===== config.mk =====
export PLATFORM = sky130hd
export DESIGN_NAME = upsample_nn_flat
export DESIGN_NICKNAME = d
export VERILOG_FILES = /design/src/rtl/upsample_nn_pkg.sv /design/src/rtl/upsample_nn_if.sv /design/src/rtl/upsample_nn_addr_gen.sv /design/src/rtl/upsample_nn.sv /design/src/flat_wrapper.sv
export SDC_FILE = /design/constraint.sdc
export NUM_CORES = 1
export LEC_CHECK = 0
export BUFFER_PORTS_ARGS = -buffer_cell sky130_fd_sc_hd__clkbuf_2
export CAP_MARGIN = 20
export CORE_MARGIN = 4
export CORE_UTILIZATION = 50
export DETAILED_ROUTE_END_ITERATION = 6
export HOLD_SLACK_MARGIN = 0.1
export PLACE_DENSITY = 0.74
export SLEW_MARGIN = 20
export SYNTH_ARGS = -nofsm -noshare
export SYNTH_HDL_FRONTEND = slang
export SYNTH_HIERARCHICAL = 1
export SYNTH_SLANG_ARGS = --single-unit
export TNS_END_PERCENT = 50

===== constraint.sdc =====
create_clock -name clk -period 7.1 [get_ports clk]
set_input_delay 0.355 -clock clk [delete_from_list [all_inputs] [get_ports clk]]
set_output_delay 0.355 -clock clk [all_outputs]
set_load 0.01 [all_outputs]

===== src/rtl/upsample_nn_pkg.sv =====
// Shared types and widths for the up-sampling engine and its pooling sibling.
package upsample_pkg;

   localparam int ADDR_W  = 12;
   localparam int DATA_W  = 16;
   localparam int DIM_W   = 6;
   localparam int SCALE_W = 3;

   typedef enum logic [2:0] {
      IDLE,
      FETCH,
      CAPTURE,
      EMIT,
      DONE
   } state_e;

endpackage


===== src/rtl/upsample_nn_if.sv =====
// Start/done handshake, configuration and SRAM port bundle for upsample_nn.
interface upsample_nn_if;
   import upsample_pkg::*;

   logic                     start;
   logic                     done;
   logic [ADDR_W-1:0]        src_start_address;
   logic [ADDR_W-1:0]        src_address;
   logic signed [DATA_W-1:0] src_readdata;
   logic                     src_write;
   logic [DIM_W-1:0]         src_row_size;
   logic [DIM_W-1:0]         src_col_size;
   logic [SCALE_W-1:0]       scale;
   logic [ADDR_W-1:0]        dest_start_address;
   logic [ADDR_W-1:0]        dest_address;
   logic signed [DATA_W-1:0] dest_writedata;
   logic                     dest_write_en;

   modport master (
      output start, src_start_address, src_readdata, src_row_size, src_col_size,
             scale, dest_start_address,
      input  done, src_address, src_write, dest_address, dest_writedata, dest_write_en
   );

   modport slave (
      input  start, src_start_address, src_readdata, src_row_size, src_col_size,
             scale, dest_start_address,
      output done, src_address, src_write, dest_address, dest_writedata, dest_write_en
   );

endinterface


===== src/rtl/upsample_nn_addr_gen.sv =====
// Source-side walker: column / vertical-repeat / row counters and the source read address.
module upsample_addr_gen
   import upsample_pkg::*;
(
   input  logic               clk,
   input  logic               reset,
   input  logic               init,
   input  logic               advance,
   input  logic [ADDR_W-1:0]  src_start_address,
   input  logic [DIM_W-1:0]   rows,
   input  logic [DIM_W-1:0]   cols,
   input  logic [SCALE_W-1:0] scale,
   output logic [ADDR_W-1:0]  src_address,
   output logic               last_col,
   output logic               last_row_rep,
   output logic               last_elem
);

   logic [DIM_W-1:0]   col_q, col_d;
   logic [DIM_W-1:0]   row_q, row_d;
   logic [SCALE_W-1:0] rep_q, rep_d;
   logic [ADDR_W-1:0]  row_base_q, row_base_d;
   logic [ADDR_W-1:0]  src_addr_q, src_addr_d;

   always_comb begin
      last_col     = (col_q == cols - DIM_W'(1));
      last_row_rep = (rep_q == scale - SCALE_W'(1));
      last_elem    = last_col && last_row_rep && (row_q == rows - DIM_W'(1));
   end

   always_comb begin
      col_d      = col_q;
      row_d      = row_q;
      rep_d      = rep_q;
      row_base_d = row_base_q;
      src_addr_d = src_addr_q;
      if (init) begin
         col_d      = '0;
         row_d      = '0;
         rep_d      = '0;
         row_base_d = src_start_address;
         src_addr_d = src_start_address;
      end else if (advance) begin
         if (!last_col) begin
            col_d      = col_q + DIM_W'(1);
            src_addr_d = src_addr_q + ADDR_W'(1);
         end else if (!last_row_rep) begin
            // Same source row again for the next vertical copy.
            col_d      = '0;
            rep_d      = rep_q + SCALE_W'(1);
            src_addr_d = row_base_q;
         end else begin
            col_d      = '0;
            rep_d      = '0;
            row_d      = row_q + DIM_W'(1);
            row_base_d = src_addr_q + ADDR_W'(1);
            src_addr_d = src_addr_q + ADDR_W'(1);
         end
      end
   end

   always_ff @(posedge clk) begin
      if (reset) begin
         col_q      <= '0;
         row_q      <= '0;
         rep_q      <= '0;
         row_base_q <= src_start_address;
         src_addr_q <= src_start_address;
      end else begin
         col_q      <= col_d;
         row_q      <= row_d;
         rep_q      <= rep_d;
         row_base_q <= row_base_d;
         src_addr_q <= src_addr_d;
      end
   end

   assign src_address = src_addr_q;

endmodule


===== src/rtl/upsample_nn.sv =====
// Nearest-neighbour up-sampler: each source word becomes an S x S block in the output map.
module upsample_nn
   import upsample_pkg::*;
(
   input  logic         clk,
   input  logic         reset,
   upsample_nn_if.slave bus
);

   state_e                   state_q, state_d;
   logic [DIM_W-1:0]         rows_q, cols_q;
   logic [SCALE_W-1:0]       scale_q;
   logic [SCALE_W-1:0]       emit_q, emit_d;
   logic signed [DATA_W-1:0] data_q, data_d;
   logic [ADDR_W-1:0]        daddr_q, daddr_d;
   logic                     we_q, we_d;
   logic                     done_q, done_d;

   logic accept, zero_cfg, last_emit, advance;
   logic last_col, last_row_rep, last_elem;

   assign accept    = (state_q == IDLE) && bus.start;
   assign zero_cfg  = (bus.src_row_size == '0) || (bus.src_col_size == '0) || (bus.scale == '0);
   assign last_emit = (emit_q == scale_q - SCALE_W'(1));
   assign advance   = (state_q == EMIT) && last_emit;

   upsample_addr_gen u_addr_gen (
      .clk               (clk),
      .reset             (reset),
      .init              (state_q == IDLE),
      .advance           (advance),
      .src_start_address (bus.src_start_address),
      .rows              (rows_q),
      .cols              (cols_q),
      .scale             (scale_q),
      .src_address       (bus.src_address),
      .last_col          (last_col),
      .last_row_rep      (last_row_rep),
      .last_elem         (last_elem)
   );

   always_ff @(posedge clk) begin
      if (reset) state_q <= IDLE;
      else       state_q <= state_d;
   end

   always_comb begin
      state_d = state_q;
      unique case (state_q)
         IDLE:    if (bus.start) state_d = zero_cfg ? DONE : FETCH;
         FETCH:   state_d = CAPTURE;
         CAPTURE: state_d = EMIT;
         EMIT:    if (last_emit) state_d = (last_col && last_row_rep && last_elem) ? DONE : FETCH;
         DONE:    if (!bus.start) state_d = IDLE;
         default: state_d = IDLE;
      endcase
   end

   // Outputs are registered, so they are derived from the state being entered.
   always_comb begin
      we_d    = (state_d == EMIT);
      emit_d  = ((state_q == EMIT) && !last_emit) ? emit_q + SCALE_W'(1) : '0;
      data_d  = (state_q == CAPTURE) ? bus.src_readdata : data_q;
      daddr_d = daddr_q;
      if (state_q == IDLE)
         daddr_d = bus.dest_start_address;
      else if (we_q)
         daddr_d = daddr_q + ADDR_W'(1);
      done_d = done_q;
      if (state_d == DONE)
         done_d = 1'b1;
      else if (accept)
         done_d = 1'b0;
   end

   always_ff @(posedge clk) begin
      if (reset) begin
         rows_q  <= '0;
         cols_q  <= '0;
         scale_q <= '0;
         emit_q  <= '0;
         data_q  <= '0;
         daddr_q <= bus.dest_start_address;
         we_q    <= 1'b0;
         done_q  <= 1'b0;
      end else begin
         if (accept) begin
            rows_q  <= bus.src_row_size;
            cols_q  <= bus.src_col_size;
            scale_q <= bus.scale;
         end
         emit_q  <= emit_d;
         data_q  <= data_d;
         daddr_q <= daddr_d;
         we_q    <= we_d;
         done_q  <= done_d;
      end
   end

   assign bus.done           = done_q;
   assign bus.src_write      = 1'b0;
   assign bus.dest_address   = daddr_q;
   assign bus.dest_writedata = data_q;
   assign bus.dest_write_en  = we_q;

endmodule


===== src/flat_wrapper.sv =====
// flat-port wrapper written by rule: the top's interface ports become plain ports
module upsample_nn_flat import upsample_pkg::*;
  (clk, reset, bus_start, bus_src_start_address, bus_src_readdata, bus_src_row_size, bus_src_col_size, bus_scale, bus_dest_start_address, bus_done, bus_src_address, bus_src_write, bus_dest_address, bus_dest_writedata, bus_dest_write_en);
  upsample_nn_if bus_i ();
  input  logic clk;
  input  logic reset;
  input wire logic [$bits(bus_i.start)-1:0] bus_start;
  input wire logic [$bits(bus_i.src_start_address)-1:0] bus_src_start_address;
  input wire logic [$bits(bus_i.src_readdata)-1:0] bus_src_readdata;
  input wire logic [$bits(bus_i.src_row_size)-1:0] bus_src_row_size;
  input wire logic [$bits(bus_i.src_col_size)-1:0] bus_src_col_size;
  input wire logic [$bits(bus_i.scale)-1:0] bus_scale;
  input wire logic [$bits(bus_i.dest_start_address)-1:0] bus_dest_start_address;
  output wire logic [$bits(bus_i.done)-1:0] bus_done;
  output wire logic [$bits(bus_i.src_address)-1:0] bus_src_address;
  output wire logic [$bits(bus_i.src_write)-1:0] bus_src_write;
  output wire logic [$bits(bus_i.dest_address)-1:0] bus_dest_address;
  output wire logic [$bits(bus_i.dest_writedata)-1:0] bus_dest_writedata;
  output wire logic [$bits(bus_i.dest_write_en)-1:0] bus_dest_write_en;
  assign bus_i.start = bus_start;
  assign bus_i.src_start_address = bus_src_start_address;
  assign bus_i.src_readdata = bus_src_readdata;
  assign bus_i.src_row_size = bus_src_row_size;
  assign bus_i.src_col_size = bus_src_col_size;
  assign bus_i.scale = bus_scale;
  assign bus_i.dest_start_address = bus_dest_start_address;
  assign bus_done = bus_i.done;
  assign bus_src_address = bus_i.src_address;
  assign bus_src_write = bus_i.src_write;
  assign bus_dest_address = bus_i.dest_address;
  assign bus_dest_writedata = bus_i.dest_writedata;
  assign bus_dest_write_en = bus_i.dest_write_en;
  upsample_nn u_core (.clk(clk), .reset(reset), .bus(bus_i));
endmodule

==> summary.md, run 1 <==
| Metric | Value |
|---|---|
| Outcome | complete, no violations |
| Post-Route WL | 10600 um |
| Power Density | 243 nW/um^2 |
| Ant diodes | 0 |
| Std-Cell Rows | 35 |
| Hold Slack | 0.209 ns |
| Ys flop type | dfxtp_1 |
| MaxCap Viol Count | 0 |
| HP Class | in2reg |
| Synth cell types | 52 |
| CTS max path bufs | 2 |
| Beginning of the critical path | u_core/scale_q[0]$_SDFFE_PP0P_ |
| Endpoints failing hold | 0 |
| Setup slack, reg-to-reg | between 3 and 4 ns |
| Unrepaired setup endpoints after global routing | false |
| Required time worst endpoint | 7.38 ns |
| Pins Over Slew Limit | 0 |
| Fin util | 0.593 |
| Worst R2R Path Depth | 9 |
| Worst skew pair latency | 0.36 ns |
| Worst-path clk slew | around 0.090 ns |
| Area grow syn2layout | 16.0% |
| Die Ht | 105 um |
| H-tree Lvls | 3 |
| Worst Skew | 0.0106 ns |
| Period minus WS final | 3.22 ns |
| CP Launch Type | flop |
| Hold_buf cts | 0 |
| Vias/cell | between 5 and 6 |
| Largest net degree at the start of global routing | 46 |
| CP Capture Type | flop |
| Fmax | 0.311 GHz |
| Worst path most repeated cell | inv_1 |
| Core area | 9200 sq um |
| Vias | roughly 4100 |
| GP Congestion | 0.855 |
| Max incr delay on CP | 0.52 ns |
| Worst slew pin tran | 1.00 ns |
| Sequential area share after synthesis | 0.460 |
| Gr usage total | 0.194 |
| Post-CTS Setup Inserts | 0 |
| YS warnings | 6 |
| Leading area contributor after synthesis | dfxtp_1 |
| Initial Util | 0.511 |
| RR Endpoint | u_core/u_addr_gen/row_q[5]$_SDFFE_PP0P_ |
| Most frequent cell after synthesis | nand2_1 |
| Max FO, Critical Path | 26 |
| Cell Count Post-Placement | 714 |
| Mapped Area | 4700 sq um |
| Setup TNS | 0 ns |
| Share of the synthesized area in the top cell type | 0.230 |
| Share of layout cells above drive strength 1 | 0.204 |
| Wire per inst | 14.5 um |
| Slew margin rel. | 0.331 |
| Die X | 105 um |
| TritonCTS clock tree | yes |
| Post-synth net total | ~600 |
| DRC Markers | 0 |
| Area contributors post-synth | dfxtp_1 (23%), edfxtp_1 (23%), nand2_1 (7.5%) |
| Endpoint arrival time on the critical path | 3.49 ns |
| Clock Sinks | 90 |
| Final period util | 0.453 |
| CTS Buf Count | 9 |
| First-pass GRT wire length | 17900 um |
| Drt initial violations | between 300 and 400 |
| Post-route non-filler standard cell count | 730 |
| Crit Path Category | reg2reg |
| First-pass iteration count of the detailed router | 5 |
| Detailed Place HPWL | 7670 um |
| Vias in the first global route | a little under 4000 |
| Final WS setup | 3.88 ns |
| Final setup fails | 0 |
| Most common library cells after synthesis | nand2_1 (94), a21oi_1 (69), dfxtp_1 (54), edfxtp_1 (36), xnor2_1 (27) |
| Worst-path cell chain | inv_1 > ha_1 > xnor3_1 > nand3_1 > inv_1 > buf_4 > nand2_1 > or4_1 > a21oi_1 |
| Top-level port count | 101 |
| Final-stage net count | 682 |
| ANT nets after route | 0 |
| Peak VDD IR | 164 uV |
| Port Buffers | just under 100 |
| Synthesized flop and latch total | 90 |
| Worst flop-to-flop path startpoint | u_core/scale_q[0]$_SDFFE_PP0P_ |
| Post-synth EDFFs | 36 |
| Gr ovfl total | 0 |
| Post-Synthesis Cells | 531 |
| Ys async rst share | 0 |
| Post-Syn Area per Cell | between 8 and 9 sq um |
| Setup crit end | u_core/u_addr_gen/row_q[5]$_SDFFE_PP0P_ |
| Crit-path slowest cell | or4_1 |
| CTS root buffer | clkbuf_8 |
| Place WS | between 3 and 4 ns |
| PostCTS Resize Cnt | 0 |
| Die area | 11000 sq um |
| Pleak | roughly 2.1 nW |
| Initial antenna violation count | 0 |
==> area by class of cell <==
| class | count | area (sq um) |
|---|---|---|
| multi-input combinational | 394 | 2340 |
| inverter | 15 | 56.3 |
| sequential | 90 | 2160 |
| clock inverter | 4 | 56.3 |
| tap | 111 | 139 |
| timing repair buffer | 104 | 533 |
| fill | 844 | 3740 |
| clock buffer | 12 | 166 |
==> state kept, by name, indices dropped and copies added, names as in the netlist <==
| signal | flops |
|---|---|
| u_core/bus.dest_address | 12 |
| u_core/bus.dest_write_en | 1 |
| u_core/u_addr_gen/src_address | 12 |
| u_core/u_addr_gen/row_base_q | 12 |
| u_core/bus.done | 1 |
| u_core/u_addr_gen/rep_q | 3 |
| u_core/scale_q | 3 |
| u_core/u_addr_gen/row_q | 6 |
| u_core/emit_q | 3 |
| u_core/u_addr_gen/col_q | 6 |
| u_core/state_q | 3 |
| u_core/cols_q | 6 |
| u_core/bus.dest_writedata | 16 |
| u_core/rows_q | 6 |
==> cell usage in the layout (no fill, tap or decap), types with 2 or more instances in the layout <==
master / instances
clkbuf_2: 99
nand2_1: 94
a21oi_1: 69
dfxtp_1: 54
edfxtp_1: 36
xnor2_1: 27
o21ai_0: 22
nand3_1: 21
nor2_1: 20
nor3_1: 18
inv_1: 15
o31ai_1: 15
clkbuf_8: 10
ha_1: 10
mux2i_1: 10
a31oi_1: 9
nand4_1: 8
xor2_1: 8
or4_1: 8
nor4_1: 6
or3_1: 5
buf_4: 5
or2_2: 4
nor2b_1: 4
nand2b_1: 3
nor3b_1: 3
clkinv_4: 2
and3_1: 2
and2_1: 2
nand3b_1: 2
xor3_1: 2
and4_1: 2
nand4b_1: 2
a2bb2oi_1: 2
==> power by group <==
| group | total (mW) | switching (mW) | internal, mW |
|---|---|---|---|
| sequential | 0.664 | 0.0540 | 0.610 |
| clock | 0.382 | 0.185 | 0.197 |
| combinational | 0.281 | 0.164 | 0.117 |
==> stage by stage <==
step / power (mW) / instance area [sq um]
2_1_floorplan: 0.855 / 4700
5_1_grt: 1.41 / 5460
3_3_place_gp: 0.943 / 5230
4_1_cts: 1.34 / 5460
6_report: 1.33 / 5460
3_5_place_dp: 0.956 / 5230
==> critical path: cells and delay by family, from the launching register on <==
| family | cells | cell delay [ns] |
|---|---|---|
| XOR/XNOR | 1 | 0.27 |
| AND/OR/NAND/NOR | 3 | 1.24 |
| buffers and inverters | 3 | 0.83 |
| flip-flops | 1 | 0.43 |
| adder cells (fa/ha/maj) | 1 | 0.21 |
| AO/OA/AOI/OAI | 1 | 0.17 |
==> how the worst min path moves through the flow <==
stage / cells past startpoint / from / to / slack [ns]
after floorplan: 2 / u_core/cols_q[1]$_SDFFE_PP0P_ / u_core/cols_q[1]$_SDFFE_PP0P_ / 0.44
after global placement: 2 / u_core/bus.dest_writedata[5]$_SDFFE_PP0N_ / u_core/bus.dest_writedata[5]$_SDFFE_PP0N_ / 0.44
after detailed placement: 2 / u_core/bus.dest_writedata[6]$_SDFFE_PP0N_ / u_core/bus.dest_writedata[6]$_SDFFE_PP0N_ / 0.45
after CTS: 3 / bus_src_readdata[1] / u_core/bus.dest_writedata[1]$_SDFFE_PP0N_ / 0.19
after global routing: 3 / bus_src_readdata[13] / u_core/bus.dest_writedata[13]$_SDFFE_PP0N_ / 0.19
final: 3 / bus_src_readdata[6] / u_core/bus.dest_writedata[6]$_SDFFE_PP0N_ / 0.21
==> routing by layer <==
metal	global-route usage	part of all wire	up-vias
met5	0	0	-
met4	0.0637	0.014	0
met3	0.0321	0.059	13
met2	0.313	0.46	130
met1	0.266	0.46	1923
li1	-	-	2065
==> cells by family (layout without fill, tap and decap cells) <==
family	after synthesis	count (layout)	share of synthesized area
other	1	1	0.000798
buffers and inverters	47	135	0.0418
DFF	90	90	0.460
adders and majority gates	10	10	0.0266
AOI/OAI and AO/OA	127	127	0.155
xor gates and xnor gates	38	38	0.0801
muxes	11	11	0.0237
and+or+nand+nor	207	207	0.212
Note: power is estimated with default switching activity, not from simulation.
==> inputs of run 2 (changes only) <==
==> constraint.sdc (replaced) <==
create_clock -name clk -period 3.35 [get_ports clk]
set_input_delay 0.1675 -clock clk [delete_from_list [all_inputs] [get_ports clk]]
set_output_delay 0.1675 -clock clk [all_outputs]
set_load 0.01 [all_outputs]
==> summary.md, run 2 (synthesized netlist as in run 1, its figures left out) <==
| Metric | Value |
|---|---|
| Die Ht | 105 um (unchanged) |
| ANT nets after route | 0 (unchanged) |
| Clock Sinks | 90 (unchanged) |
| Beginning of the critical path | u_core/cols_q[0]$_SDFFE_PP0P_ (was u_core/scale_q[0]$_SDFFE_PP0P_) |
| Max incr delay on CP | 0.58 ns (was 0.52 ns) |
| Number of flip-flops in the largest register | 16 (unchanged) |
| Setup TNS | 0 ns (unchanged) |
| Worst skew pair latency | 0.36 ns (about the same) |
| Detailed Place HPWL | 7800 um (was 7670 um) |
| Commonest non-fill, non-tap cell in the layout | clkbuf_2 (unchanged) |
| TritonCTS clock tree | yes (unchanged) |
| Largest net degree at the start of global routing | 44 (was 46) |
| Post-DP Area | 5270 sq um (was 5230 sq um) |
| Std-Cell Rows | 35 (unchanged) |
| Final period util | 0.865 (was 0.453) |
| Final-stage net count | 719 (was 682) |
| MaxCap Viol Count | 0 (unchanged) |
| Wire per inst | 14.4 um (was 14.5 um) |
| Pins Over Slew Limit | 0 (unchanged) |
| Peak VDD IR | 341 uV (was 164 uV) |
| CP Capture Type | flop (unchanged) |
| Unrepaired setup endpoints after global routing | false (unchanged) |
| Pleak | 2.24 nW (was 2.09 nW) |
| Core area | 9200 sq um (unchanged) |
| Crit-path slowest cell | a311o_1 (was or4_1) |
| Vias/cell | 5.52 (was 5.66) |
| Post-route cell area | 5790 sq um (was 5460 sq um) |
| Share of layout cells above drive strength 1 | 0.200 (was 0.204) |
| Port Buffers | 99 (unchanged) |
| Buffers and inverters on the worst path | 2 (was 3) |
| PostCTS Resize Cnt | 0 (unchanged) |
| Drt initial violations | 331 (was 304) |
| Initial antenna violation count | 0 (unchanged) |
| Combinational Power Share | 0.225 (was 0.212) |
| Initial Util | 0.511 (unchanged) |
| Commonest non-fill, non-tap cells in the layout | clkbuf_2 (99), nand2_1 (94), a21oi_1 (69) (unchanged) |
| DRC Markers | 0 (unchanged) |
| Area grow syn2layout | 23.2% (was 16.0%) |
| Number of fill cells in the layout | 801 (was 844) |
| Top-level port count | 101 (unchanged) |
| CTS root buffer | clkbuf_8 (unchanged) |
| Switching Share | 0.311 (was 0.304) |
| H-tree Lvls | 3 (unchanged) |
| Die X | 105 um (unchanged) |
| Required time worst endpoint | 3.52 ns (was 7.38 ns) |
| Sequential Power Share | 0.504 (was 0.500) |
| Max FO, Critical Path | 20 (was 26) |
| Endpoints failing hold | 0 (unchanged) |
| Vias in the first global route | 4064 (was 3933) |
| Slew margin rel. | 0.509 (was 0.331) |
| Fmax | 0.345 GHz (was 0.311 GHz) |
| Final setup fails | 0 (unchanged) |
| HP Class | in2reg (unchanged) |
| GP Congestion | 0.830 (was 0.855) |
| CP top delay family | compound AO/OA/AOI/OAI gates (was simple AND/OR/NAND/NOR gates) |
| Internal power | 1.92 mW (was 923 uW) |
| Worst Skew | 0.0140 ns (was 0.0106 ns) |
| Clock group share of total power | 0.271 (was 0.288) |
| CP Launch Type | flop (unchanged) |
| Ant diodes | 0 (unchanged) |
| Switch Pwr | 869 uW (was 404 uW) |
| Gr ovfl total | 0 (unchanged) |
| Worst slew pin tran | 0.734 ns (was 1.00 ns) |
| HP Start | bus_scale[0] (was bus_src_readdata[6]) |
| Power Density | 482 nW/um^2 (was 243 nW/um^2) |
| Tot Pwr | 2.79 mW (was 1.33 mW) |
| Worst-path cell chain | or3_1 > or4b_1 > a311o_1 > inv_1 > buf_4 > a21oi_1 > o31ai_1 (was inv_1 > ha_1 > xnor3_1 > nand3_1 > inv_1 > buf_4 > nand2_1 > or4_1 > a21oi_1) |
| Outcome | complete, no violations (unchanged) |
| Endpoint arrival time on the critical path | 3.07 ns (was 3.49 ns) |
| Vias | 4231 (was 4131) |
| Period minus WS final | 2.90 ns (was 3.22 ns) |
| Worst-path clk slew | 0.10 ns (was 0.09 ns) |
| Crit Path Category | reg2reg (unchanged) |
| Worst flop-to-flop path startpoint | u_core/cols_q[0]$_SDFFE_PP0P_ (was u_core/scale_q[0]$_SDFFE_PP0P_) |
| First-pass iteration count of the detailed router | 5 (unchanged) |
| CTS Buf Count | 9 (unchanged) |
| First-pass GRT wire length | 18600 um (was 17900 um) |
| Post-Route WL | 11100 um (was 10600 um) |
| Gr usage total | 0.202 (was 0.194) |
| CTS max path bufs | 2 (unchanged) |
| Die area | 11000 sq um (unchanged) |
-- run 2: cell types whose count changed in the layout (fill, tap and decap cells not counted) --
cell           delta
dlygate4sd3_1    +32
inv_6             +2
buf_6             +1
clkbuf_16         -1
clkbuf_8          -1
buf_4             +4
clkinv_4          -1
inv_4             +1
-- run 2: cell type report --
cell class / instances / area, sq um / area share
Tap cell: 111 / 139 / 0.0240
Multi-Input combinational cell: 394 / 2340 / 0.404
Clock inverter: 6 / 71.3 / 0.0123
Inverter: 15 / 56.3 / 0.00972
Sequential cell: 90 / 2160 / 0.373
Timing Repair Buffer: 141 / 895 / 0.154
Clock buffer: 10 / 128 / 0.0220
-- run 2: power groups by stage --
stage          Clock, mW  Sequential, mW  Combinational [mW]
3_3_place_gp           0            1.42               0.574
5_1_grt            0.814            1.43               0.702
3_5_place_dp           0            1.43               0.596
6_report           0.757            1.41               0.629
4_1_cts            0.774            1.41               0.628
2_1_floorplan          0            1.44               0.369
-- run 2: path summary, 6_finish.rpt --
check / endpoint / slack, ns / depth (start not counted)
setup reg to reg: u_core/u_addr_gen/src_address[3]$_DFFE_PP_ / 0.45 / 7
hold / removal: u_core/scale_q[0]$_SDFFE_PP0P_ / 0.10 / 3
hold reg to reg: u_core/bus.dest_writedata[11]$_SDFFE_PP0N_ / 0.46 / 2
setup / recovery: u_core/u_addr_gen/src_address[3]$_DFFE_PP_ / 0.45 / 7
-- run 2: per-layer routing --
layer  part of all wire  global-route usage  vias up
li1                   -                   -     2139
met2               0.48               0.336      105
met5                  0                   0        -
met4             0.0098              0.0440        0
met3              0.051              0.0445       11
met1               0.46               0.270     1976
-- run 2: worst register-to-register path, delay by kind of cell (launching register included) --
kind	cells	cell delay [ns]
AO/OA/AOI/OAI	3	0.96
AND/OR/NAND/NOR	2	0.91
buffers and inverters	2	0.51
flip-flops	1	0.34
-- run 2: timing repair --
action	in CTS	in global routing
hold buffers	32	0
hold endpoints to repair	32	0
buffers inserted	0	0
setup endpoints to repair	0	0
-- run 2: metrics by stage --
stage	utilization	setup WS, ns	hold slack, ns	instances
floorplan	-	0.133	0.303	531
global placement	0.572	0.567	0.390	717
detailed placement	0.573	0.455	0.398	718
CTS	0.629	0.441	0.100	766
global route	0.630	0.294	0.109	767
finish	0.630	0.452	0.103	767
==> inputs of run 3 (changes only) <==
--- a/config.mk
+++ b/config.mk
@@ -8,11 +8,11 @@
 export BUFFER_PORTS_ARGS = -buffer_cell sky130_fd_sc_hd__clkbuf_2
 export CAP_MARGIN = 20
 export CORE_MARGIN = 4
-export CORE_UTILIZATION = 50
+export CORE_UTILIZATION = 49
 export DETAILED_ROUTE_END_ITERATION = 6
 export HOLD_SLACK_MARGIN = 0.1
-export PLACE_DENSITY = 0.74
-export SLEW_MARGIN = 20
+export PLACE_DENSITY = 0.76
+export SLEW_MARGIN = 5
 export SYNTH_ARGS = -nofsm -noshare
 export SYNTH_HDL_FRONTEND = slang
 export SYNTH_HIERARCHICAL = 1
==> constraint.sdc (replaced) <==
create_clock -name clk -period 2.6 [get_ports clk]
set_input_delay 0.13 -clock clk [delete_from_list [all_inputs] [get_ports clk]]
set_output_delay 0.13 -clock clk [all_outputs]
set_load 0.01 [all_outputs]
==> summary.md, run 3 (synthesized netlist as in run 1, its figures left out) <==
| Metric | Value |
|---|---|
| Outcome | complete, no violations (unchanged) |
| Detailed Place HPWL | 7850 um (was 7800 um) |
| Gr ovfl total | 0 (unchanged) |
| Die area | 11200 sq um (was 11000 sq um) |
| Vias/cell | 5.38 (was 5.52) |
| GR Util met1 | 0.266 (was 0.270) |
| Peak VDD IR | 338 uV (was 341 uV) |
| Port Buffers | 99 (unchanged) |
| Pins Over Slew Limit | 0 (unchanged) |
| Required time worst endpoint | 2.88 ns (was 3.52 ns) |
| Vias in the first global route | 4117 (was 4064) |
| Gr usage total | 0.208 (was 0.202) |
| Worst slew pin tran | 1.01 ns (was 0.734 ns) |
| Worst Skew | 0.0157 ns (was 0.0140 ns) |
| Setup TNS | 0 ns (unchanged) |
| Number of flip-flops in the largest register | 16 (unchanged) |
| Ant diodes | 0 (unchanged) |
| Power Density | 585 nW/um^2 (was 482 nW/um^2) |
| Std-Cell Rows | 35 (unchanged) |
| CTS Buf Count | 9 (unchanged) |
| Final-stage net count | 740 (was 719) |
| CP Capture Type | flop (unchanged) |
| Core area | 9280 sq um (was 9200 sq um) |
| Initial Util | 0.506 (was 0.511) |
| Vias | 4337 (was 4231) |
| Post-Route WL | 11800 um (was 11100 um) |
| ANT nets after route | 0 (unchanged) |
| Slew margin rel. | 0.325 (was 0.509) |
| Tot Pwr | 3.55 mW (was 2.79 mW) |
| Post-route non-filler standard cell count | 806 (was 767) |
| Fmax | 0.396 GHz (was 0.345 GHz) |
| Most Crowded Layer GR | met2 (unchanged) |
| Met2 usage | 0.355 (was 0.336) |
| MaxCap Viol Count | 0 (unchanged) |
| Crit Path Category | reg2reg (unchanged) |
| DRC Markers | 0 (unchanged) |
| Area grow syn2layout | 28.9% (was 23.2%) |
| Endpoints failing hold | 0 (unchanged) |
| First-pass iteration count of the detailed router | 4 (was 5) |
| Die Ht | 106 um (was 105 um) |
| CP Launch Type | flop (unchanged) |
| Commonest non-fill, non-tap cells in the layout | clkbuf_2 (99), nand2_1 (94), a21oi_1 (69) (unchanged) |
| Max FO, Critical Path | 14 (was 20) |
| Final period util | 0.971 (was 0.865) |
| Largest net degree at the start of global routing | 38 (was 44) |
| Die X | 106 um (was 105 um) |
| H-tree Lvls | 3 (unchanged) |
| HP Class | in2reg (unchanged) |
| Worst skew pair latency | 0.36 ns (about the same) |
| Clock Sinks | 90 (unchanged) |
| Final WS setup | 0.0765 ns (was 0.452 ns) |
| Place WS | 0.0515 ns (was 0.455 ns) |
| Final setup fails | 0 (unchanged) |
| Period minus WS final | 2.52 ns (was 2.90 ns) |
| GP Congestion | 0.843 (was 0.830) |
| First-pass GRT wire length | 19300 um (was 18600 um) |
| Cell Count Post-Placement | 739 (was 718) |
| Met3 usage | 0.0431 (was 0.0445) |
| CTS root buffer | clkbuf_8 (unchanged) |
| Initial antenna violation count | 0 (unchanged) |
| Top-level port count | 101 (unchanged) |
| Share of layout cells above drive strength 1 | 0.216 (was 0.200) |
| TritonCTS clock tree | yes (unchanged) |
| Drt initial violations | 245 (was 331) |
| Pleak | 2.34 nW (was 2.24 nW) |
| Commonest non-fill, non-tap cell in the layout | clkbuf_2 (unchanged) |
| Endpoint arrival time on the critical path | 2.81 ns (was 3.07 ns) |
| CTS max path bufs | 2 (unchanged) |
| Worst-path clk slew | 0.09 ns (was 0.10 ns) |
| Wire per inst | 14.7 um (was 14.4 um) |
run 3: cell count changes in the layout (fill, tap and decap cells not counted), moves of 2 or more:
| cell | previous run | this run |
|---|---|---|
| dlygate4sd3_1 | 32 | 46 |
| buf_4 | 9 | 13 |
| buf_12 | 0 | 3 |
| dfxtp_1 | 54 | 51 |
| dfxtp_2 | 0 | 3 |
| clkinvlp_4 | 0 | 2 |
run 3: per-layer routing:
metal | wire length (um) | share of wire
met5 | 0 | 0
met4 | 189 | 0.016
met3 | 479 | 0.041
met2 | 5760 | 0.49
met1 | 5390 | 0.46
run 3: repair_timing:
| action | 4_1_cts | 5_1_grt |
|---|---|---|
| endpoints found under the setup margin | 0 | 11 |
| gates resized for setup | 0 | 7 |
| hold buffers | 45 | 1 |
| endpoints found under the hold margin | 51 | 1 |
| buffers inserted | 0 | 4 |
run 3: metrics by stage:
stage	hold WS [ns]	utilization	cell area (sq um)
final	0.101	0.653	6060
after global routing	0.114	0.653	6060
after CTS	0.101	0.644	5980
after detailed placement	0.359	0.576	5350
after global placement	0.353	0.576	5350
after floorplan	0.266	-	4710
run 3: critical path, stage by stage (launching register included):
cell,delay (ns)
dfxtp_2,0.35
or3_4,0.39
or4b_1,0.47
a311o_2,0.44
buf_12,0.17
or4_1,0.50
a21oi_1,0.13
run 3: report_power, final:
group	internal, mW	switching [mW]
logic	0.386	0.466
clock network	0.358	0.522
registers	1.67	0.150
total	2.41	1.14
run 3: cell type report:
type | instances | area, sq um
well taps | 129 | 161
inverters | 15 | 56.3
multi-input cells | 394 | 2360
fillers | 787 | 3220
flip-flops and latches | 90 | 2170
repair buffers | 162 | 1140
clock inverters | 6 | 50.0
clock buffers | 10 | 128
run 3: worst paths after layout:
path,from,to,slack (ns),cells after the start
max reg2reg,u_core/cols_q[0]$_SDFFE_PP0P_,u_core/u_addr_gen/row_q[3]$_SDFFE_PP0P_,0.08,6
min reg2reg,u_core/bus.dest_writedata[6]$_SDFFE_PP0N_,u_core/bus.dest_writedata[6]$_SDFFE_PP0N_,0.46,2
min,bus_dest_start_address[2],u_core/bus.dest_address[2]$_DFFE_PP_,0.10,3
max,u_core/cols_q[0]$_SDFFE_PP0P_,u_core/u_addr_gen/row_q[3]$_SDFFE_PP0P_,0.08,6
